File: src/rtl/instr_decode_if.sv
// instr_decode_if: fetch-side and downstream-side handshake bundle for instr_decode.
// master = fetch/consumer side (drives in_*, flush, out_ready); slave = the decode stage.
interface instr_decode_if #(
    parameter int PC_W = 32
);
    logic            in_valid;
    logic            in_ready;
    logic [31:0]     in_instr;
    logic [PC_W-1:0] in_pc;
    logic            flush;
    logic            out_valid;
    logic            out_ready;
    logic [PC_W-1:0] out_pc;
    logic [5:0]      opcode;
    logic [4:0]      rs;
    logic [4:0]      rt;
    logic [4:0]      rd;
    logic [4:0]      shamt;
    logic [5:0]      funct;
    logic [15:0]     imm16;
    logic            imm_sel;
    logic            is_rtype;
    logic            illegal;

    modport master (
        output in_valid, in_instr, in_pc, flush, out_ready,
        input  in_ready, out_valid, out_pc, opcode, rs, rt, rd,
        input  shamt, funct, imm16, imm_sel, is_rtype, illegal
    );

    modport slave (
        input  in_valid, in_instr, in_pc, flush, out_ready,
        output in_ready, out_valid, out_pc, opcode, rs, rt, rd,
        output shamt, funct, imm16, imm_sel, is_rtype, illegal
    );
endinterface

File: src/rtl/instr_decode.sv
// instr_decode: registered MIPS-style decode stage; splits fields, picks imm_sel, flags illegal.
// Ports: clk, rst_n (async active-low), bus (instr_decode_if.slave). Macro INSTR_DECODE_SKID_EN adds a skid entry.
module instr_decode #(
    parameter int PC_W = 32
) (
    input  logic          clk,
    input  logic          rst_n,
    instr_decode_if.slave bus
);
    logic [31:0]     instr_q;
    logic [PC_W-1:0] pc_q;
    logic            vld_q;
    logic            sel_q;
    logic            rty_q;
    logic            ill_q;

    logic            in_fire;
    logic            out_fire;
    logic            out_open;
    logic            load;
    logic [31:0]     ld_instr;
    logic [PC_W-1:0] ld_pc;
    logic            ld_sel;
    logic            ld_ill;

    // Returns {imm_sel, illegal}.
    function automatic logic [1:0] classify(input logic [5:0] op);
        case (op)
            6'h08, 6'h09, 6'h0A, 6'h0B,
            6'h04, 6'h05, 6'h23, 6'h2B: return 2'b10;
            6'h0C, 6'h0D, 6'h0E, 6'h0F,
            6'h00, 6'h02, 6'h03:        return 2'b00;
            default:                    return 2'b01;
        endcase
    endfunction

    assign out_fire = vld_q && bus.out_ready;
    assign out_open = !vld_q || bus.out_ready;
    assign in_fire  = bus.in_valid && bus.in_ready;

`ifdef INSTR_DECODE_SKID_EN
    logic [31:0]     sk_instr;
    logic [PC_W-1:0] sk_pc;
    logic            sk_vld;
    logic            rdy_q;

    assign bus.in_ready = rdy_q;

    // The skid entry is older than anything on the input, so it wins the load.
    always_comb begin
        ld_instr = bus.in_instr;
        ld_pc    = bus.in_pc;
        load     = out_open && (sk_vld || in_fire);
        if (sk_vld) begin
            ld_instr = sk_instr;
            ld_pc    = sk_pc;
        end
    end

    always_ff @(posedge clk or negedge rst_n) begin
        if (!rst_n) begin
            sk_vld   <= 1'b0;
            rdy_q    <= 1'b1;
            sk_instr <= '0;
            sk_pc    <= '0;
        end else if (bus.flush) begin
            sk_vld <= 1'b0;
            rdy_q  <= 1'b1;
        end else if (in_fire && !out_open) begin
            sk_vld   <= 1'b1;
            rdy_q    <= 1'b0;
            sk_instr <= bus.in_instr;
            sk_pc    <= bus.in_pc;
        end else if (sk_vld && out_open) begin
            sk_vld <= 1'b0;
            rdy_q  <= 1'b1;
        end
    end
`else
    assign bus.in_ready = out_open;

    always_comb begin
        ld_instr = bus.in_instr;
        ld_pc    = bus.in_pc;
        load     = in_fire;
    end
`endif

    assign {ld_sel, ld_ill} = classify(ld_instr[31:26]);

    always_ff @(posedge clk or negedge rst_n) begin
        if (!rst_n) begin
            vld_q   <= 1'b0;
            instr_q <= '0;
            pc_q    <= '0;
            sel_q   <= 1'b0;
            rty_q   <= 1'b0;
            ill_q   <= 1'b0;
        end else if (bus.flush) begin
            vld_q <= 1'b0;
        end else if (load) begin
            vld_q   <= 1'b1;
            instr_q <= ld_instr;
            pc_q    <= ld_pc;
            sel_q   <= ld_sel;
            rty_q   <= (ld_instr[31:26] == 6'h00);
            ill_q   <= ld_ill;
        end else if (out_fire) begin
            vld_q <= 1'b0;
        end
    end

    assign bus.out_valid = vld_q;
    assign bus.out_pc    = pc_q;
    assign bus.opcode    = instr_q[31:26];
    assign bus.rs        = instr_q[25:21];
    assign bus.rt        = instr_q[20:16];
    assign bus.rd        = instr_q[15:11];
    assign bus.shamt     = instr_q[10:6];
    assign bus.funct     = instr_q[5:0];
    assign bus.imm16     = instr_q[15:0];
    assign bus.imm_sel   = sel_q;
    assign bus.is_rtype  = rty_q;
    assign bus.illegal   = ill_q;
endmodule

File: src/flat_wrapper.sv
// flat-port wrapper written by rule: the top's interface ports become plain ports
module instr_decode_flat 
#(
    parameter int PC_W = 32
)
  (clk, rst_n, bus_in_valid, bus_in_instr, bus_in_pc, bus_flush, bus_out_ready, bus_in_ready, bus_out_valid, bus_out_pc, bus_opcode, bus_rs, bus_rt, bus_rd, bus_shamt, bus_funct, bus_imm16, bus_imm_sel, bus_is_rtype, bus_illegal);
  instr_decode_if #(.PC_W(PC_W)) bus_i ();
  input  logic clk;
  input  logic rst_n;
  input wire logic [$bits(bus_i.in_valid)-1:0] bus_in_valid;
  input wire logic [$bits(bus_i.in_instr)-1:0] bus_in_instr;
  input wire logic [$bits(bus_i.in_pc)-1:0] bus_in_pc;
  input wire logic [$bits(bus_i.flush)-1:0] bus_flush;
  input wire logic [$bits(bus_i.out_ready)-1:0] bus_out_ready;
  output wire logic [$bits(bus_i.in_ready)-1:0] bus_in_ready;
  output wire logic [$bits(bus_i.out_valid)-1:0] bus_out_valid;
  output wire logic [$bits(bus_i.out_pc)-1:0] bus_out_pc;
  output wire logic [$bits(bus_i.opcode)-1:0] bus_opcode;
  output wire logic [$bits(bus_i.rs)-1:0] bus_rs;
  output wire logic [$bits(bus_i.rt)-1:0] bus_rt;
  output wire logic [$bits(bus_i.rd)-1:0] bus_rd;
  output wire logic [$bits(bus_i.shamt)-1:0] bus_shamt;
  output wire logic [$bits(bus_i.funct)-1:0] bus_funct;
  output wire logic [$bits(bus_i.imm16)-1:0] bus_imm16;
  output wire logic [$bits(bus_i.imm_sel)-1:0] bus_imm_sel;
  output wire logic [$bits(bus_i.is_rtype)-1:0] bus_is_rtype;
  output wire logic [$bits(bus_i.illegal)-1:0] bus_illegal;
  assign bus_i.in_valid = bus_in_valid;
  assign bus_i.in_instr = bus_in_instr;
  assign bus_i.in_pc = bus_in_pc;
  assign bus_i.flush = bus_flush;
  assign bus_i.out_ready = bus_out_ready;
  assign bus_in_ready = bus_i.in_ready;
  assign bus_out_valid = bus_i.out_valid;
  assign bus_out_pc = bus_i.out_pc;
  assign bus_opcode = bus_i.opcode;
  assign bus_rs = bus_i.rs;
  assign bus_rt = bus_i.rt;
  assign bus_rd = bus_i.rd;
  assign bus_shamt = bus_i.shamt;
  assign bus_funct = bus_i.funct;
  assign bus_imm16 = bus_i.imm16;
  assign bus_imm_sel = bus_i.imm_sel;
  assign bus_is_rtype = bus_i.is_rtype;
  assign bus_illegal = bus_i.illegal;
  instr_decode #(.PC_W(PC_W)) u_core (.clk(clk), .rst_n(rst_n), .bus(bus_i));
endmodule
File: config.mk
export PLATFORM = sky130hd
export DESIGN_NAME = instr_decode_flat
export DESIGN_NICKNAME = d
export VERILOG_FILES = /design/src/rtl/instr_decode_if.sv /design/src/rtl/instr_decode.sv /design/src/flat_wrapper.sv
export SDC_FILE = /design/constraint.sdc
export NUM_CORES = 1
export LEC_CHECK = 0
export ABC_AREA = 1
export ABC_CLOCK_PERIOD_IN_PS = 2080
export BUFFER_PORTS_ARGS = -buffer_cell sky130_fd_sc_hd__buf_2
export CORE_MARGIN = 2
export CORE_UTILIZATION = 30
export CTS_CLUSTER_DIAMETER = 150
export DETAILED_ROUTE_END_ITERATION = 10
export SYNTH_ARGS = -nofsm -noshare
export SYNTH_HDL_FRONTEND = slang
export SYNTH_SLANG_ARGS = --single-unit
export TNS_END_PERCENT = 20
File: constraint.sdc
create_clock -name clk -period 2.08 [get_ports clk]
set_input_delay 0.104 -clock clk [delete_from_list [all_inputs] [get_ports clk]]
set_output_delay 0.104 -clock clk [all_outputs]
set_load 0.02 [all_outputs]
==> results of run 1 <==
## power by group
| group | internal, uW | switching (uW) | leakage [uW] |
|---|---|---|---|
| logic | 355 | 615 | 0.00147 |
| registers | 1510 | 109 | 0.000842 |
| clock network | 770 | 489 | 0.000122 |
| total | 2640 | 1210 | 0.00244 |
## routing by layer
| layer | GRT usage | vias up | share of wire |
|---|---|---|---|
| li1 | - | 1379 | - |
| met1 | 0.192 | 1307 | 0.43 |
| met2 | 0.264 | 99 | 0.49 |
| met3 | 0.0400 | 8 | 0.066 |
| met4 | 0.0520 | 0 | 0.012 |
| met5 | 0 | - | 0 |
## registers in the layout, summed over array words and instances (netlist names)
name,cells
u_core.bus.illegal,1
u_core.bus.imm_sel,1
u_core.bus.is_rtype,1
u_core.instr_q,32
u_core.bus.out_valid,1
u_core.bus.out_pc,32
## layout by cell type (no fill, tap or decap)
cell	instances
sky130_fd_sc_hd__buf_2	152
sky130_fd_sc_hd__o21bai_1	1
sky130_fd_sc_hd__nand4_1	1
sky130_fd_sc_hd__nor2_1	4
sky130_fd_sc_hd__nor2_4	1
sky130_fd_sc_hd__clkinv_2	2
sky130_fd_sc_hd__bufinv_16	2
sky130_fd_sc_hd__buf_4	5
sky130_fd_sc_hd__dlygate4sd3_1	47
sky130_fd_sc_hd__o21ai_1	5
sky130_fd_sc_hd__dfrtp_1	68
sky130_fd_sc_hd__a21oi_1	4
sky130_fd_sc_hd__nand2_2	1
sky130_fd_sc_hd__nand2_1	136
sky130_fd_sc_hd__inv_1	7
sky130_fd_sc_hd__clkbuf_8	12
sky130_fd_sc_hd__nand2_4	1
sky130_fd_sc_hd__nand3_1	61
## worst paths after layout
kind | from | end | slack, ps | cells past startpoint
worst max-delay path | u_core.bus.out_valid | bus_in_ready | 340 | 3
worst min-delay path | bus_in_instr[4] | u_core.instr_q[4] | 10 | 3
worst max register to register | u_core.bus.out_valid | u_core.bus.imm_sel | 690 | 4
worst min register to register | u_core.bus.out_pc[5] | u_core.bus.out_pc[5] | 470 | 2
max in group asynchronous | rst_n | u_core.instr_q[19] | 1080 | 2
min in group asynchronous | rst_n | u_core.instr_q[0] | 430 | 2
## logic make-up after synthesis
logic type      count (synthesis)  share of synthesized area
simple gates                  205                      0.302
buf+inv                        42                     0.0852
compound gates                 10                     0.0183
flops                          68                      0.594
## layout make-up
class | count | area [sq um] | area share
clock buffer | 12 | 165 | 0.0383
timing repair buffer | 204 | 1270 | 0.294
sequential | 68 | 1700 | 0.395
multi-input combinational | 215 | 918 | 0.213
clock inverter | 4 | 70.1 | 0.0163
tap | 129 | 161 | 0.0374
inverter | 7 | 26.3 | 0.00609
## critical path, cell delays in order (launching register included)
cell                      delay, ps
sky130_fd_sc_hd__dfrtp_1        380
sky130_fd_sc_hd__nand2_2        100
sky130_fd_sc_hd__buf_4          550
sky130_fd_sc_hd__buf_2          280
## stage by stage
stage               setup WS (ps)  total power, uW  instance area [sq um]  std cells
floorplan                     974             2220                   2860        325
global placement              676             2540                   3610        576
detailed placement            677             2550                   3610        576
CTS                           304             3920                   4310        639
global route                  222             4080                   4310        639
finish                        341             3850                   4310        639
==> impl_metrics.tcl, run 1 <==
set metrics [dict create \
    run_status "complete, no violations" \
    yosysTopAreaCell "sky130_fd_sc_hd__dfrtp_1" \
    initial_utilization 0.310 \
    synth.lib_cells_used.distinct 14 \
    drt-pass1-iter-count 4 \
    cap_violations 0 \
    fin_worst_skew_ps 10.5 \
    post-cts-setup-buffer-count 0 \
    synthFlopType "sky130_fd_sc_hd__dfrtp_1" \
    synth_largest_type_area_fraction 0.594 \
    globalRouteTotalUtil 0.156 \
    avgSynthCellArea_sq_um 8.81 \
    final_layout_size_suffix_gt1_frac 0.345 \
    critPathMaxFanout 63 \
    die_height_um 102 \
    drt_drc_violations_left 0 \
    most_frequent_cell_after_synthesis "sky130_fd_sc_hd__nand2_1" \
    die_area_sq_um 10300 \
    wire_per_inst_um 12.4 \
    first_iter_violations 100 \
    mappedNetlistArea_sq_um 2860 \
    grt_start_max_net_pins 69 \
    postCtsHoldBufs 47 \
    residual_antenna_violating_net_count_after_detailed_routing 0 \
    diodes 0 \
    clk_sink_count 68 \
    period_share 0.836 \
    clock_tree.buffer_depth 2 \
    finalCoreUtilization 0.467 \
    die-width_um 102 \
    power.static_leakage_uw 0.00244 \
    fmax_mhz 575 \
    finalHoldViolCount 0 \
    vdd_drop_max_v 0.000356 \
    synth.yosys.seq_area_share 0.594 \
    synth_top_cells_by_area "sky130_fd_sc_hd__dfrtp_1 (59%), sky130_fd_sc_hd__nand2_1 (18%), sky130_fd_sc_hd__nand3_1 (11%), sky130_fd_sc_hd__buf_4 (4.5%), sky130_fd_sc_hd__buf_2 (3.1%)" \
    yosys_warning_count 0 \
    synth-async-reset-ratio 1.00 \
    layout_min_cycle_time_ps 1740 \
    worstSkewPairLatency_ps 330 \
    detailedPlacementHpwl_um 4910 \
    synthesized_netlist_cell_count 325 \
    setup_repair_after_global_routing_missed_its_margin "no" \
    least_margin_pin_slew_ps 862 \
    timing.setup.tns_ps 0 \
    first_global_vias 2660 \
    synth.ff_latch_count 68 \
    worst_slew_margin_rel 0.425 \
    post_drt_via_cell_ratio 4.37 \
    detailroute.via_count 2793 \
    power-per-cell-area_nw_per_um2 893 \
    holdCritPathClass "in2reg" \
    start_kind "register" \
    required_ps 1980 \
    report.final.setup_viol 0 \
    cts_buffers 9 \
    synth.cells.most_frequent "sky130_fd_sc_hd__nand2_1 (136), sky130_fd_sc_hd__dfrtp_1 (68), sky130_fd_sc_hd__nand3_1 (61)" \
    worst_setup_path_end_kind "primary output" \
    grt_pass1_wl_um 12600 \
    worst_setup_hold_path_clk_slew_ps 80 \
    global_route.overflow_total 0 \
    floorplan.core_area_sq_um 9240 \
    mappedNetlistNets 394 \
    hold_ws_ps 14.4 \
    setup.worst_path.class "reg2out" \
    cts_tree "done" \
    num-nets-final 574 \
    final-max-slew-violation-count 0 \
    rows 35 \
    synthToLayoutAreaGrowth_pct 50.5 \
    post_cts.resized_instances 0 \
    design.portCount 154 \
    numPortBuffers 153 \
    detail_route.wirelength_um 7950 \
    critPathArrivalTime_ps 1630 \
    globalplace.congestion 0.716 \
    fillers 915 \
    grt_antenna_before_repair 0 \
    cts_root_buf "sky130_fd_sc_hd__clkbuf_8" \
    edff_count_synth 0 \
    htreeDepth 3 \
]
Note: power is estimated with default switching activity, not from simulation.
==> run 2: changes to the inputs <==
--- a/config.mk
+++ b/config.mk
@@ -6,7 +6,7 @@
 export NUM_CORES = 1
 export LEC_CHECK = 0
 export ABC_AREA = 1
-export ABC_CLOCK_PERIOD_IN_PS = 2080
+export ABC_CLOCK_PERIOD_IN_PS = 1650
 export BUFFER_PORTS_ARGS = -buffer_cell sky130_fd_sc_hd__buf_2
 export CORE_MARGIN = 2
 export CORE_UTILIZATION = 30
==> constraint.sdc (replaced) <==
create_clock -name clk -period 1.65 [get_ports clk]
set_input_delay 0.0825 -clock clk [delete_from_list [all_inputs] [get_ports clk]]
set_output_delay 0.0825 -clock clk [all_outputs]
set_load 0.02 [all_outputs]
==> run 2 against run 1 <==
  * Clock power is 21% higher
  * Die area stayed put
  * Total power is 26% higher
  * Sequential share of layout area is 1.5 points lower
  * Combinational power is 32% higher
  * Final area is 4.0% higher
  * Count of clock-buffer cells in the layout stayed put
  * Largest power group unchanged
==> impl_metrics.tcl, run 2 (synthesized netlist as in run 1, its figures left out) <==
set metrics [dict create \
    report.final.setup_viol 0 \
    globalRouteTotalUtil 0.159 \
    rows 35 \
    drt_drc_violations_left 0 \
    detail_route.wirelength_um 8310 \
    critPathSlowestCell "sky130_fd_sc_hd__dfrtp_1" \
    grt_pass1_wl_um 12900 \
    clkPwrFrac 0.314 \
    layout.cells.most_common "sky130_fd_sc_hd__buf_2" \
    crit_path_max_incr_delay_ps 390 \
    setup.worst_path.class "reg2out" \
    clock_tree.buffer_depth 2 \
    final_layout_size_suffix_gt1_frac 0.337 \
    detailedPlacementHpwl_um 5090 \
    numPortBuffers 153 \
    setup_repair_after_global_routing_missed_its_margin "no" \
    grt_antenna_before_repair 0 \
    worst_setup_hold_path_clk_slew_ps 70 \
    power-per-cell-area_nw_per_um2 1080 \
    critPathArrivalTime_ps 1360 \
    worst_slew_margin_rel 0.732 \
    placed_cell_area_sq_um 3670 \
    fin_worst_skew_ps 6.62 \
    worstSkewPairLatency_ps 330 \
    wire_per_inst_um 12.7 \
    floorplan.core_area_sq_um 9240 \
    post-cts-setup-buffer-count 0 \
    drt-pass1-iter-count 4 \
    detailroute.via_count 2846 \
    timing.critical_path.max_delay_family "buffers and inverters" \
    seq_power_share 0.422 \
    required_ps 1570 \
    worst_setup_path_end_kind "primary output" \
    power_switching_share 0.322 \
    period_share 0.872 \
    start_kind "register" \
    post-route-cell-area_sq_um 4480 \
    holdCritPathClass "in2reg" \
    global_route.overflow_total 0 \
    final-max-slew-violation-count 0 \
    numPlacedInstances 579 \
    first_iter_violations 117 \
    internal_power_uw 3280 \
    finalHoldViolCount 0 \
    cts_root_buf "sky130_fd_sc_hd__clkbuf_8" \
    cts_tree "done" \
    design.portCount 154 \
    globalplace.congestion 0.714 \
    die_area_sq_um 10300 \
    critPathMaxFanout 63 \
    die-width_um 102 \
    first_global_vias 2718 \
    run_status "complete, no violations" \
    die_height_um 102 \
    layout.cells.non_filler 655 \
    fmax_mhz 695 \
    grt_start_max_net_pins 64 \
    clk_sink_count 68 \
    place_ws_ps 433 \
    layout_min_cycle_time_ps 1440 \
    num-nets-final 590 \
    diodes 0 \
    residual_antenna_violating_net_count_after_detailed_routing 0 \
    layout_common_cells "sky130_fd_sc_hd__buf_2 (152), sky130_fd_sc_hd__nand2_1 (136), sky130_fd_sc_hd__dfrtp_1 (68)" \
    power.combinational.fraction 0.264 \
    htreeDepth 3 \
    cap_violations 0 \
    fillers 879 \
    vdd_drop_max_v 0.000471 \
    initial_utilization 0.310 \
    cts_buffers 9 \
    post_drt_via_cell_ratio 4.35 \
    least_margin_pin_slew_ps 402 \
    cell_by_cell_listing_of_the_critical_path "nand2_2, buf_12, buf_2" \
    critical_path.n_buffers_inverters 2 \
    synthToLayoutAreaGrowth_pct 56.6 \
    power.static_leakage_uw 0.00251 \
    worst_slack_ps 211 \
    post_cts.resized_instances 0 \
    timing.setup.tns_ps 0 \
    total_switching_power_uw 1560 \
]
run 2: repair_timing:
action,CTS,global route
hold buffers,60,0
hold endpoints to repair,84,0
setup endpoints to repair,0,0
run 2: tightest hold or removal path, cell delays in order:
cell,delay [ps]
sky130_fd_sc_hd__buf_2,100
sky130_fd_sc_hd__inv_1,60
sky130_fd_sc_hd__o21ai_1,60
run 2: layout make-up:
cell class              count  area, sq um  area share
repair buffers            220         1460       0.325
clock buffers              12          145      0.0324
flip-flops and latches     68         1700       0.379
well taps                 129          161      0.0360
inverters                   7         26.3     0.00586
multi-input cells         215          918       0.205
clock inverters             4         72.6      0.0162
run 2: layer usage:
metal	GRT usage	wire length [um]
met3	0.0352	571
met2	0.256	3900
met5	0	0
met4	0.0707	155
met1	0.206	3680
run 2: path summary, 6_finish.rpt:
kind | from | to | slack [ps] | cells past startpoint
min reg2reg | u_core.bus.out_pc[6] | u_core.bus.out_pc[6] | 470 | 2
min | bus_in_instr[30] | u_core.instr_q[30] | 20 | 3
max | u_core.bus.out_valid | bus_in_ready | 210 | 3
max reg2reg | u_core.bus.out_valid | u_core.bus.out_pc[26] | 430 | 5
min in group asynchronous | rst_n | u_core.bus.out_pc[19] | 210 | 2
max in group asynchronous | rst_n | u_core.instr_q[24] | 900 | 3
run 2: power by group through the flow:
stage	Sequential (uW)	Clock (uW)	Combinational (uW)
after floorplan	2370	0	437
after global placement	2060	0	1160
after detailed placement	2070	0	1170
after CTS	2040	1590	1280
after global routing	2070	1650	1390
final	2040	1520	1280
run 2: stage by stage:
step / utilization / power, uW / hold slack, ps
floorplan: - / 2800 / -213
global placement: 0.397 / 3220 / 18.2
detailed placement: 0.397 / 3240 / 22.5
CTS: 0.485 / 4910 / 0.493
global route: 0.485 / 5120 / 34.4
finish: 0.485 / 4840 / 19.2
==> run 3: changes to the inputs <==
--- a/config.mk
+++ b/config.mk
@@ -5,7 +5,6 @@
 export SDC_FILE = /design/constraint.sdc
 export NUM_CORES = 1
 export LEC_CHECK = 0
-export ABC_AREA = 1
 export ABC_CLOCK_PERIOD_IN_PS = 1650
 export BUFFER_PORTS_ARGS = -buffer_cell sky130_fd_sc_hd__buf_2
 export CORE_MARGIN = 2
==> run 3 against run 2 <==
  * Final area decreased by 2.1%
  * Critical path depth increased by 2
  * Count of clock-buffer cells in the layout increased by 2
  * Routed wire length decreased by 9.3%
  * Synthesized cell count decreased by 3.4%
  * First-iteration DRC count decreased by 32%
  * Sequential share of layout area increased by 0.81 points
  * Highest routed layer unchanged
==> impl_metrics.tcl, run 3 <==
set metrics [dict create \
    synth.lib_cells_used.distinct 20 \
    crit_path_end "u_core.instr_q[15]" \
    required_ps 1920 \
    design.portCount 154 \
    fin_worst_skew_ps 5.34 \
    least_margin_pin_slew_ps 360 \
    synth.yosys.seq_area_share 0.606 \
    grt-busiest-layer "met2" \
    floorplan.core_area_sq_um 9150 \
    vdd_drop_max_v 0.000407 \
    die_area_sq_um 10100 \
    multiInputGateArea_sq_um 880 \
    synthFlopType "sky130_fd_sc_hd__dfrtp_1" \
    detailedPlacementHpwl_um 4700 \
    first_iter_violations 79 \
    rows 35 \
    worst_setup_hold_path_clk_slew_ps 70 \
    residual_antenna_violating_net_count_after_detailed_routing 0 \
    clock_tree.buffer_depth 2 \
    layout_min_cycle_time_ps 1360 \
    synth_top_cells_by_area "sky130_fd_sc_hd__dfrtp_1 (61%), sky130_fd_sc_hd__nand2_1 (26%), sky130_fd_sc_hd__buf_4 (5.6%), sky130_fd_sc_hd__buf_6 (1.6%), sky130_fd_sc_hd__buf_2 (0.89%)" \
    fmax_mhz 733 \
    timing.setup.tns_ps 0 \
    worst_slew_margin_rel 0.760 \
    synth-async-reset-ratio 1.00 \
    drt_drc_violations_left 0 \
    finalHoldViolCount 0 \
    grt_antenna_before_repair 0 \
    holdCritPathClass "in2reg" \
    report.final.setup_viol 0 \
    detail_route.wirelength_um 7540 \
    worstSkewPairLatency_ps 330 \
    layout_common_cells "sky130_fd_sc_hd__nand2_1 (195), sky130_fd_sc_hd__buf_2 (153), sky130_fd_sc_hd__dfrtp_1 (68)" \
    fillers 846 \
    setup_repair_after_global_routing_missed_its_margin "no" \
    synth.cells.most_frequent "sky130_fd_sc_hd__nand2_1 (195), sky130_fd_sc_hd__dfrtp_1 (68), sky130_fd_sc_hd__buf_4 (21)" \
    r2r_end "u_core.instr_q[15]" \
    setup.worst_path.class "reg2reg" \
    cts_buffers 9 \
    initial_utilization 0.307 \
    die-width_um 101 \
    regArea_sq_um 1700 \
    cpMostUsedCell "sky130_fd_sc_hd__nand2_1" \
    worst_slack_ps 286 \
    reg2reg_slack_ps 290 \
    wire_per_inst_um 11.9 \
    critPathSlowestCell "sky130_fd_sc_hd__dfrtp_1" \
    worst_r2r_startpoint "u_core.bus.out_valid" \
    grtUsageMet3 0.0347 \
    mappedNetlistNets 383 \
    num-nets-final 587 \
    avgSynthCellArea_sq_um 8.94 \
    groute.layer.met1.usage 0.188 \
    grt_pass1_wl_um 12000 \
    critical_path.n_buffers_inverters 1 \
    totalPowerFinal_uw 4460 \
    synth.ff_latch_count 68 \
    power.static_leakage_uw 0.00249 \
    layout.cells.most_common "sky130_fd_sc_hd__nand2_1" \
    run_status "complete, no violations" \
    yosys_warning_count 0 \
    grt_use_met2 0.243 \
    mappedNetlistArea_sq_um 2810 \
    critPathArrivalTime_ps 1630 \
    stages_on_the_worst_setup_path 5 \
    die_height_um 101 \
    final_layout_size_suffix_gt1_frac 0.333 \
    worst_setup_path_end_kind "register" \
    synthToLayoutAreaGrowth_pct 56.4 \
    synth_largest_type_area_fraction 0.606 \
    htreeDepth 3 \
    cts_tree "done" \
    drt-pass1-iter-count 6 \
    worst_setup_path_startpoint "u_core.bus.out_valid" \
    power-per-cell-area_nw_per_um2 1020 \
    worst-r2r-cell-count 5 \
    grt_start_max_net_pins 69 \
    period_share 0.826 \
    crit_path_max_incr_delay_ps 380 \
    final-max-slew-violation-count 0 \
    yosysTopAreaCell "sky130_fd_sc_hd__dfrtp_1" \
    post_drt_via_cell_ratio 4.29 \
    detailroute.via_count 2721 \
    start_kind "register" \
    globalRouteTotalUtil 0.150 \
    numPortBuffers 153 \
    timing.critical_path.max_delay_family "simple AND/OR/NAND/NOR gates" \
    cts_root_buf "sky130_fd_sc_hd__clkbuf_8" \
    post_cts.resized_instances 0 \
    critPathMaxFanout 34 \
    globalplace.congestion 0.748 \
    cell_by_cell_listing_of_the_critical_path "nor2b_4, nor3b_4, buf_4, nand2_1, nand2_1" \
    edff_count_synth 0 \
    synthesized_netlist_cell_count 314 \
    place_ws_ps 295 \
    clk_sink_count 68 \
    most_frequent_cell_after_synthesis "sky130_fd_sc_hd__nand2_1" \
    first_global_vias 2648 \
    cap_violations 0 \
    global_route.overflow_total 0 \
    diodes 0 \
]
-- run 3: how the worst min path moves through the flow --
| stage | from | endpoint | slack [ps] | cells after the start |
|---|---|---|---|---|
| 4_1_cts | bus_in_instr[27] | u_core.instr_q[27] | 3 | 3 |
| 2_1_floorplan | rst_n | u_core.bus.illegal | -210 | 0 |
| 6_report | bus_in_instr[27] | u_core.instr_q[27] | 30 | 3 |
| 3_5_place_dp | rst_n | u_core.instr_q[0] | 140 | 2 |
| 3_3_place_gp | rst_n | u_core.instr_q[0] | 140 | 2 |
| 5_1_grt | bus_in_instr[27] | u_core.instr_q[27] | 30 | 3 |
-- run 3: worst reg2reg max path, cell delays in order (launching register included) --
cell	delay [ps]
sky130_fd_sc_hd__dfrtp_1	380
sky130_fd_sc_hd__nor2b_4	140
sky130_fd_sc_hd__nor3b_4	230
sky130_fd_sc_hd__buf_4	370
sky130_fd_sc_hd__nand2_1	120
sky130_fd_sc_hd__nand2_1	60
-- run 3: area by class of cell --
| class | instances | share of cell area |
|---|---|---|
| Multi-Input combinational cell | 215 | 0.200 |
| Clock inverter | 2 | 0.00228 |
| Tap cell | 111 | 0.0316 |
| Clock buffer | 14 | 0.0348 |
| Sequential cell | 68 | 0.388 |
| Timing Repair Buffer | 223 | 0.343 |
| Inverter | 1 | 0.000855 |
-- run 3: power by group --
group / internal [uW] / leakage (uW) / switching, uW
Sequential: 1900 / 0.000844 / 137
Combinational: 488 / 0.00156 / 763
Clock: 585 / 0.0000844 / 583
-- run 3: cells by family after synthesis --
group / after synthesis / synth area share
buffers and inverters: 31 / 0.0825
AND/OR/NAND/NOR: 208 / 0.295
flip-flops: 68 / 0.606
AO/OA/AOI/OAI: 7 / 0.0160
-- run 3: what timing repair did --
item / in CTS / in global routing
endpoints found under the hold margin: 133 / 0
hold buffers: 65 / 0
setup buffers: 0 / 0
-- run 3: layer usage --
metal  share of wire  wire [um]
met1            0.44       3310
met2            0.48       3580
met4           0.022        167
met5               0          0
met3           0.064        482
-- run 3: metrics by stage --
| stage | instances | instance area, sq um | hold WS [ps] | util |
|---|---|---|---|---|
| 4_1_cts | 634 | 4390 | 2.84 | 0.480 |
| 6_report | 634 | 4390 | 34.8 | 0.480 |
| 3_5_place_dp | 553 | 3580 | 140 | 0.391 |
| 2_1_floorplan | 314 | 2810 | -213 | - |
| 5_1_grt | 634 | 4390 | 27.1 | 0.480 |
| 3_3_place_gp | 553 | 3580 | 137 | 0.391 |
